--- src/rtl/trdb_packet_emitter_q.sv ---
// Trace packet emitter: packs F3.0/F3.1/F2/F1 payloads LSB-first, tracks the
// last emitted address for delta encoding, and buffers packets in a small FIFO.
module trdb_packet_emitter_q #(
  parameter  int XLEN       = 32,
  parameter  int PRIV_LEN   = 2,
  parameter  int CAUSE_LEN  = 5,
  parameter  int BMAP_LEN   = 31,
  parameter  int FIFO_DEPTH = 4,
  localparam int PAYLOAD_W  = 7 + PRIV_LEN + CAUSE_LEN + 2*XLEN,
  localparam int LEN_W      = $clog2(PAYLOAD_W/8 + 2),
  localparam int OCC_W      = $clog2(FIFO_DEPTH) + 1
) (
  input  logic                 clk_i,
  input  logic                 rst_ni,
  input  logic                 req_valid_i,
  input  logic [1:0]           format_i,
  input  logic [1:0]           subformat_i,
  input  logic                 full_address_i,
  input  logic                 branch_i,
  input  logic                 interrupt_i,
  input  logic                 thaddr_i,
  input  logic                 updiscon_i,
  input  logic [PRIV_LEN-1:0]  priv_i,
  input  logic [CAUSE_LEN-1:0] cause_i,
  input  logic [XLEN-1:0]      iaddr_i,
  input  logic [XLEN-1:0]      tval_i,
  input  logic [4:0]           branches_i,
  input  logic [BMAP_LEN-1:0]  branch_map_i,
  output logic                 pkt_valid_o,
  input  logic                 pkt_ready_i,
  output logic [PAYLOAD_W-1:0] pkt_payload_o,
  output logic [LEN_W-1:0]     pkt_len_o,
  output logic                 branch_map_flush_o,
  output logic                 overflow_o,
  output logic                 lost_o,
  input  logic                 clear_lost_i,
  output logic [OCC_W-1:0]     occupancy_o
);

  localparam int PTR_W = $clog2(FIFO_DEPTH);

  localparam logic [1:0] F_SYNC       = 2'd3;
  localparam logic [1:0] F_ADDR_ONLY  = 2'd2;
  localparam logic [1:0] F_DIFF_DELTA = 2'd1;
  localparam logic [1:0] SF_START     = 2'd0;
  localparam logic [1:0] SF_TRAP      = 2'd1;

  localparam int F30_BITS = 5 + PRIV_LEN + XLEN;
  localparam int F31_BITS = PAYLOAD_W;
  localparam int F2_BITS  = XLEN + 4;
  localparam int F1A_BITS = 9 + BMAP_LEN + XLEN;
  localparam int F1M_BITS = 7 + BMAP_LEN;

  localparam logic [LEN_W-1:0] F30_LEN = LEN_W'((F30_BITS + 7) / 8);
  localparam logic [LEN_W-1:0] F31_LEN = LEN_W'((F31_BITS + 7) / 8);
  localparam logic [LEN_W-1:0] F2_LEN  = LEN_W'((F2_BITS + 7) / 8);
  localparam logic [LEN_W-1:0] F1A_LEN = LEN_W'((F1A_BITS + 7) / 8);
  localparam logic [LEN_W-1:0] F1M_LEN = LEN_W'((F1M_BITS + 7) / 8);

  logic [XLEN-1:0]      latest_q, latest_d;
  logic [OCC_W-1:0]     wptr_q, wptr_d, rptr_q, rptr_d;
  logic                 lost_q, lost_d;
  logic [PAYLOAD_W-1:0] pay_mem_q [FIFO_DEPTH];
  logic [LEN_W-1:0]     len_mem_q [FIFO_DEPTH];

  logic [XLEN-1:0]      addr;
  logic                 notify, upd_bit;
  logic                 supported, carries_addr;
  logic [PAYLOAD_W-1:0] payload_d;
  logic [LEN_W-1:0]     len_d;
  logic                 full, pop, wr_en;

  // Packet assembly from the current request.
  always_comb begin
    addr         = full_address_i ? iaddr_i : iaddr_i - latest_q;
    notify       = addr[XLEN-1];
    upd_bit      = addr[XLEN-1] ^ updiscon_i;
    // NOTE: every output of this block gets a default first so no path infers a latch.
    supported    = 1'b0;
    carries_addr = 1'b0;
    payload_d    = '0;
    len_d        = '0;
    case (format_i)
      F_SYNC: begin
        if (subformat_i == SF_START) begin
          supported    = 1'b1;
          carries_addr = 1'b1;
          payload_d    = PAYLOAD_W'({iaddr_i, priv_i, branch_i, SF_START, F_SYNC});
          len_d        = F30_LEN;
        end else if (subformat_i == SF_TRAP) begin
          supported    = 1'b1;
          carries_addr = 1'b1;
          payload_d    = PAYLOAD_W'({tval_i, iaddr_i, thaddr_i, interrupt_i, cause_i,
                                     priv_i, branch_i, SF_TRAP, F_SYNC});
          len_d        = F31_LEN;
        end
      end
      F_ADDR_ONLY: begin
        supported    = 1'b1;
        carries_addr = 1'b1;
        payload_d    = PAYLOAD_W'({upd_bit, notify, addr, F_ADDR_ONLY});
        len_d        = F2_LEN;
      end
      F_DIFF_DELTA: begin
        supported = 1'b1;
        // A full branch map carries no address and leaves latest_q alone.
        if (branches_i == 5'd31) begin
          payload_d = PAYLOAD_W'({branch_map_i, branches_i, F_DIFF_DELTA});
          len_d     = F1M_LEN;
        end else begin
          carries_addr = 1'b1;
          payload_d    = PAYLOAD_W'({upd_bit, notify, addr, branch_map_i, branches_i,
                                     F_DIFF_DELTA});
          len_d        = F1A_LEN;
        end
      end
      default: ;
    endcase
  end

  assign occupancy_o = wptr_q - rptr_q;
  assign pkt_valid_o = (wptr_q != rptr_q);
  assign full        = (occupancy_o == OCC_W'(FIFO_DEPTH));
  assign pop         = pkt_valid_o && pkt_ready_i;
  // A full FIFO still accepts a packet when the head leaves in the same cycle.
  assign wr_en       = req_valid_i && supported && (!full || pop);

  assign overflow_o         = req_valid_i && supported && full && !pop;
  assign branch_map_flush_o = wr_en && (format_i == F_DIFF_DELTA);
  assign lost_o             = lost_q;

  // Storage is not reset, so the head is masked until it holds a packet.
  assign pkt_payload_o = pkt_valid_o ? pay_mem_q[rptr_q[PTR_W-1:0]] : '0;
  assign pkt_len_o     = pkt_valid_o ? len_mem_q[rptr_q[PTR_W-1:0]] : '0;

  always_comb begin
    wptr_d   = wptr_q + OCC_W'(wr_en);
    rptr_d   = rptr_q + OCC_W'(pop);
    latest_d = (wr_en && carries_addr) ? iaddr_i : latest_q;
    lost_d   = overflow_o ? 1'b1 : (clear_lost_i ? 1'b0 : lost_q);
  end

  always_ff @(posedge clk_i or negedge rst_ni) begin
    if (!rst_ni) begin
      wptr_q   <= '0;
      rptr_q   <= '0;
      latest_q <= '0;
      lost_q   <= 1'b0;
    end else begin
      // NOTE: non-blocking assignments so every flop samples pre-edge values.
      wptr_q   <= wptr_d;
      rptr_q   <= rptr_d;
      latest_q <= latest_d;
      lost_q   <= lost_d;
    end
  end

  // NOTE: the packet array has no reset; pointers alone define which entries are live.
  always_ff @(posedge clk_i) begin
    if (wr_en) begin
      pay_mem_q[wptr_q[PTR_W-1:0]] <= payload_d;
      len_mem_q[wptr_q[PTR_W-1:0]] <= len_d;
    end
  end

endmodule

--- config.mk ---
export PLATFORM = sky130hd
export DESIGN_NAME = trdb_packet_emitter_q
export DESIGN_NICKNAME = d
export VERILOG_FILES = /design/src/rtl/trdb_packet_emitter_q.sv
export SDC_FILE = /design/constraint.sdc
export NUM_CORES = 1
export LEC_CHECK = 0
export BUFFER_PORTS_ARGS = -buffer_cell sky130_fd_sc_hd__buf_2
export CAP_MARGIN = 20
export CORE_AREA = 5 5 172 207
export DETAILED_ROUTE_END_ITERATION = 12
export DIE_AREA = 0 0 177 212
export PLACE_DENSITY = 0.74
export SLEW_MARGIN = 20
export SYNTH_ARGS = -nofsm -noshare
export SYNTH_HDL_FRONTEND = slang
export SYNTH_SLANG_ARGS = --single-unit
export TNS_END_PERCENT = 5
--- constraint.sdc ---
create_clock -name clk_i -period 8.2 [get_ports clk_i]
set_input_delay 0.41 -clock clk_i [delete_from_list [all_inputs] [get_ports clk_i]]
set_output_delay 0.41 -clock clk_i [all_outputs]
set_load 0.005 [all_outputs]
==> results.sh <==
export IMPL_p_int_uw=4780
export IMPL_post_cts_setup_buffers=0
export IMPL_rr_startpoint="rptr_q[0]"
export IMPL_drive_above_1_share_pct=29.2
export IMPL_grt_overflow=0
export IMPL_p_sw_uw=2450
export IMPL_crit_arrival_ns=4.62
export IMPL_skew_ns=0.0157
export IMPL_worstSetupPathType="reg -> reg"
export IMPL_antenna_found_initial=2
export IMPL_gp_congestion=0.912
export IMPL_drtAntennaViolNets=0
export IMPL_ir_worst_vdd_v=0.000175
export IMPL_initial_core_util_pct=52.9
export IMPL_hp_class="in -> reg"
export IMPL_top_usage_layer="met2"
export IMPL_cts_sinks=367
export IMPL_hold_viol_final=0
export IMPL_wirelength_um=47500
export IMPL_syn_to_final_growth_pct=15.9
export IMPL_hp_start="clear_lost_i"
export IMPL_clock_power_share_pct=24.4
export IMPL_start_kind="flip-flop"
export IMPL_maxCapViolCount=0
export IMPL_synth_distinct_cells=73
export IMPL_drt_iter0_drc=1612
export IMPL_setup_tns_ns=0
export IMPL_grt_pass1_wl_um=70800
export IMPL_gr_usage_met3_pct=4.80
export IMPL_cp_required_ns=8.35
export IMPL_clock_latency_ns=0.54
export IMPL_setup_viol=0
export IMPL_rsz0062_at_grt="no"
export IMPL_drtPass1Iterations=6
export IMPL_fp_coreArea_um2=33500
export IMPL_io_buffers=209
export IMPL_hold_depth=2
export IMPL_routedWlPerCell_um=24.7
export IMPL_rr_endpoint="pay_mem_q[3][47]"
export IMPL_seqPwrFrac_pct=35.2
export IMPL_ys_flop_type="edfxtp_1"
export IMPL_swShare_pct=33.9
export IMPL_cts_tree="done"
export IMPL_synthCells=1243
export IMPL_layout_commonest_cell="edfxtp_1"
export IMPL_die_w_um=177
export IMPL_r2r_cells=7
export IMPL_final_nets=1599
export IMPL_period_needed_ns=4.47
export IMPL_path_max_fanout=56
export IMPL_yosys_register_bits=367
export IMPL_tightest_slew_ns=0.944
export IMPL_cts_buffer_depth=3
export IMPL_route_detailed_drc=0
export IMPL_min_to="lost_o"
export IMPL_outcome="finished, final reports clean"
export IMPL_htree_levels=2
export IMPL_synth_edf_count=328
export IMPL_vias=11800
export IMPL_avgViaCountPerCell=6.14
export IMPL_setup_worst_path_end_class="flip-flop"
export IMPL_num_fill_cells=2584
export IMPL_p_leak_uw=0.00758
export IMPL_use_met1_pct=34.3
export IMPL_avgSynthCellArea_um2=14.3
export IMPL_use_met2_pct=41.1
export IMPL_combPwrFrac_pct=40.4
export IMPL_die_h_um=212
export IMPL_max_slew_margin_pct=37.1
export IMPL_cts_buffers=36
export IMPL_seq_area_frac_synth_pct=61.1
export IMPL_dp_hpwl_um=32800
export IMPL_first_global_vias=11800
export IMPL_r2r_setup_slack_ns=3.73
export IMPL_maxSlewViolCount=0
export IMPL_rows=74
export IMPL_post_route_period_util_pct=54.5
export IMPL_grtUsageTotal_pct=25.2
export IMPL_report_power_total_uw=7220
export IMPL_grt_max_degree=84
export IMPL_syn_nets=1407
export IMPL_p_per_area_nw_per_um2=352
export IMPL_path_clk_slew_ns=0.06
export IMPL_root_buffer="clkbuf_16"
export IMPL_async_reset_ff_share_pct=10.6
export IMPL_num_io_pins=210
export IMPL_fmax_mhz=224
export IMPL_die_area_um2=37500
export IMPL_synth_area_um2=17700
export IMPL_final_cell_mix="edfxtp_1 (328), buf_2 (208), nand2_1 (94), and2_1 (92), mux4_2 (82)"
export IMPL_ys_warnings_count=0
cells by family (layout without fill, tap and decap cells):
group / after synthesis / in the layout / share of synthesized area, %
DFF: 367 / 367 / 61.1
and+or+nand+nor: 319 / 319 / 9.14
AOI/OAI and AO/OA: 241 / 241 / 9.72
buffers and inverters: 122 / 340 / 2.66
muxes: 121 / 121 / 12.8
adders and majority gates: 43 / 43 / 3.12
xor gates and xnor gates: 30 / 30 / 1.48
other: 0 / 1 / 0
how the worst max path moves through the flow:
stage	start	endpoint	slack (ns)	cells past startpoint
2_1_floorplan	rptr_q[1]	len_mem_q[1][0]	2.15	10
3_3_place_gp	rptr_q[0]	pay_mem_q[3][12]	3.78	7
3_5_place_dp	rptr_q[0]	pay_mem_q[3][51]	3.71	7
4_1_cts	rptr_q[0]	pay_mem_q[3][59]	3.63	7
5_1_grt	rptr_q[0]	pay_mem_q[3][47]	3.34	7
6_report	rptr_q[0]	pay_mem_q[3][47]	3.73	7
per-stage QoR:
stage | utilization, % | hold slack [ns] | setup slack (ns) | area, um2 | std cells
global placement | 57.4 | 0.477 | 3.78 | 19200 | 1851
floorplan | - | 0.114 | 2.15 | 17700 | 1243
CTS | 61.2 | 0.0920 | 3.63 | 20500 | 1915
finish | 61.3 | 0.113 | 3.73 | 20500 | 1918
detailed placement | 57.4 | 0.486 | 3.71 | 19200 | 1851
global route | 61.3 | 0.104 | 3.34 | 20500 | 1917
worst max-delay path, stage by stage, from the launching register on:
cell and delay (ns):
dfrtp_4 0.98, ha_1 0.31, fa_1 0.44, nand4b_1 0.15, nor2b_1 0.43, nand2_1 0.23
nor2_4 0.69, buf_4 0.78
power by group through the flow:
stage	Combinational [uW]	Clock (uW)	Sequential, uW
6_report	2920	1760	2540
5_1_grt	3180	1860	2580
4_1_cts	2930	1780	2550
3_5_place_dp	2910	0	2580
3_3_place_gp	2880	0	2560
2_1_floorplan	1980	0	2480
layer usage:
metal | up-vias | wire [um]
met4 | 4 | 1830
met3 | 101 | 4180
li1 | 5172 | -
met1 | 5869 | 18300
met2 | 625 | 23100
met5 | - | 34
synthesized netlist by cell type (all sizes together), types with 5 or more instances:
cell    number  area (um2)
edfxtp     328        9850
nand2       95         359
and2        92         576
o21ai       85         429
mux4        82        1850
nor2        63         239
clkbuf      58         218
a21oi       51         263
inv         48         180
ha          41         513
dfrtp       39         976
a222oi      26         260
mux2        24         270
a22o        20         176
xor2        17         149
buf         16        73.8
mux2i       15         150
nor2b       13        81.3
xnor2       13         114
a21o        11        83.8
nand3       11        60.1
and3         9        56.3
nand2b       8        50.1
a311oi       6        88.8
nand4        6        37.5
o211ai       6        55.1
a211oi       5        52.6
a31oi        5        37.5
a32oi        5        43.8
or3          5        31.3
state kept, by name, summed over array words and instances, names as in the netlist:
| signal | flops |
|---|---|
| latest_q | 32 |
| rptr_q | 3 |
| len_mem_q | 16 |
| pay_mem_q | 312 |
| lost_o | 1 |
| wptr_q | 3 |
timing repair:
item,in CTS,in global routing
gates resized for setup,0,0
setup endpoints to repair,0,0
endpoints found under the hold margin,0,39
hold buffers,0,1
final cells by class:
type,count,area (um2),share of cell area [%]
diodes,1,2.50,0.0122
clock buffers,43,978,4.76
clock inverters,21,290,1.41
inverters,48,180,0.877
multi-input cells,754,6480,31.5
flip-flops and latches,367,10800,52.7
well taps,456,571,2.78
repair buffers,228,1210,5.91
Note: power is estimated with default switching activity, not from simulation.
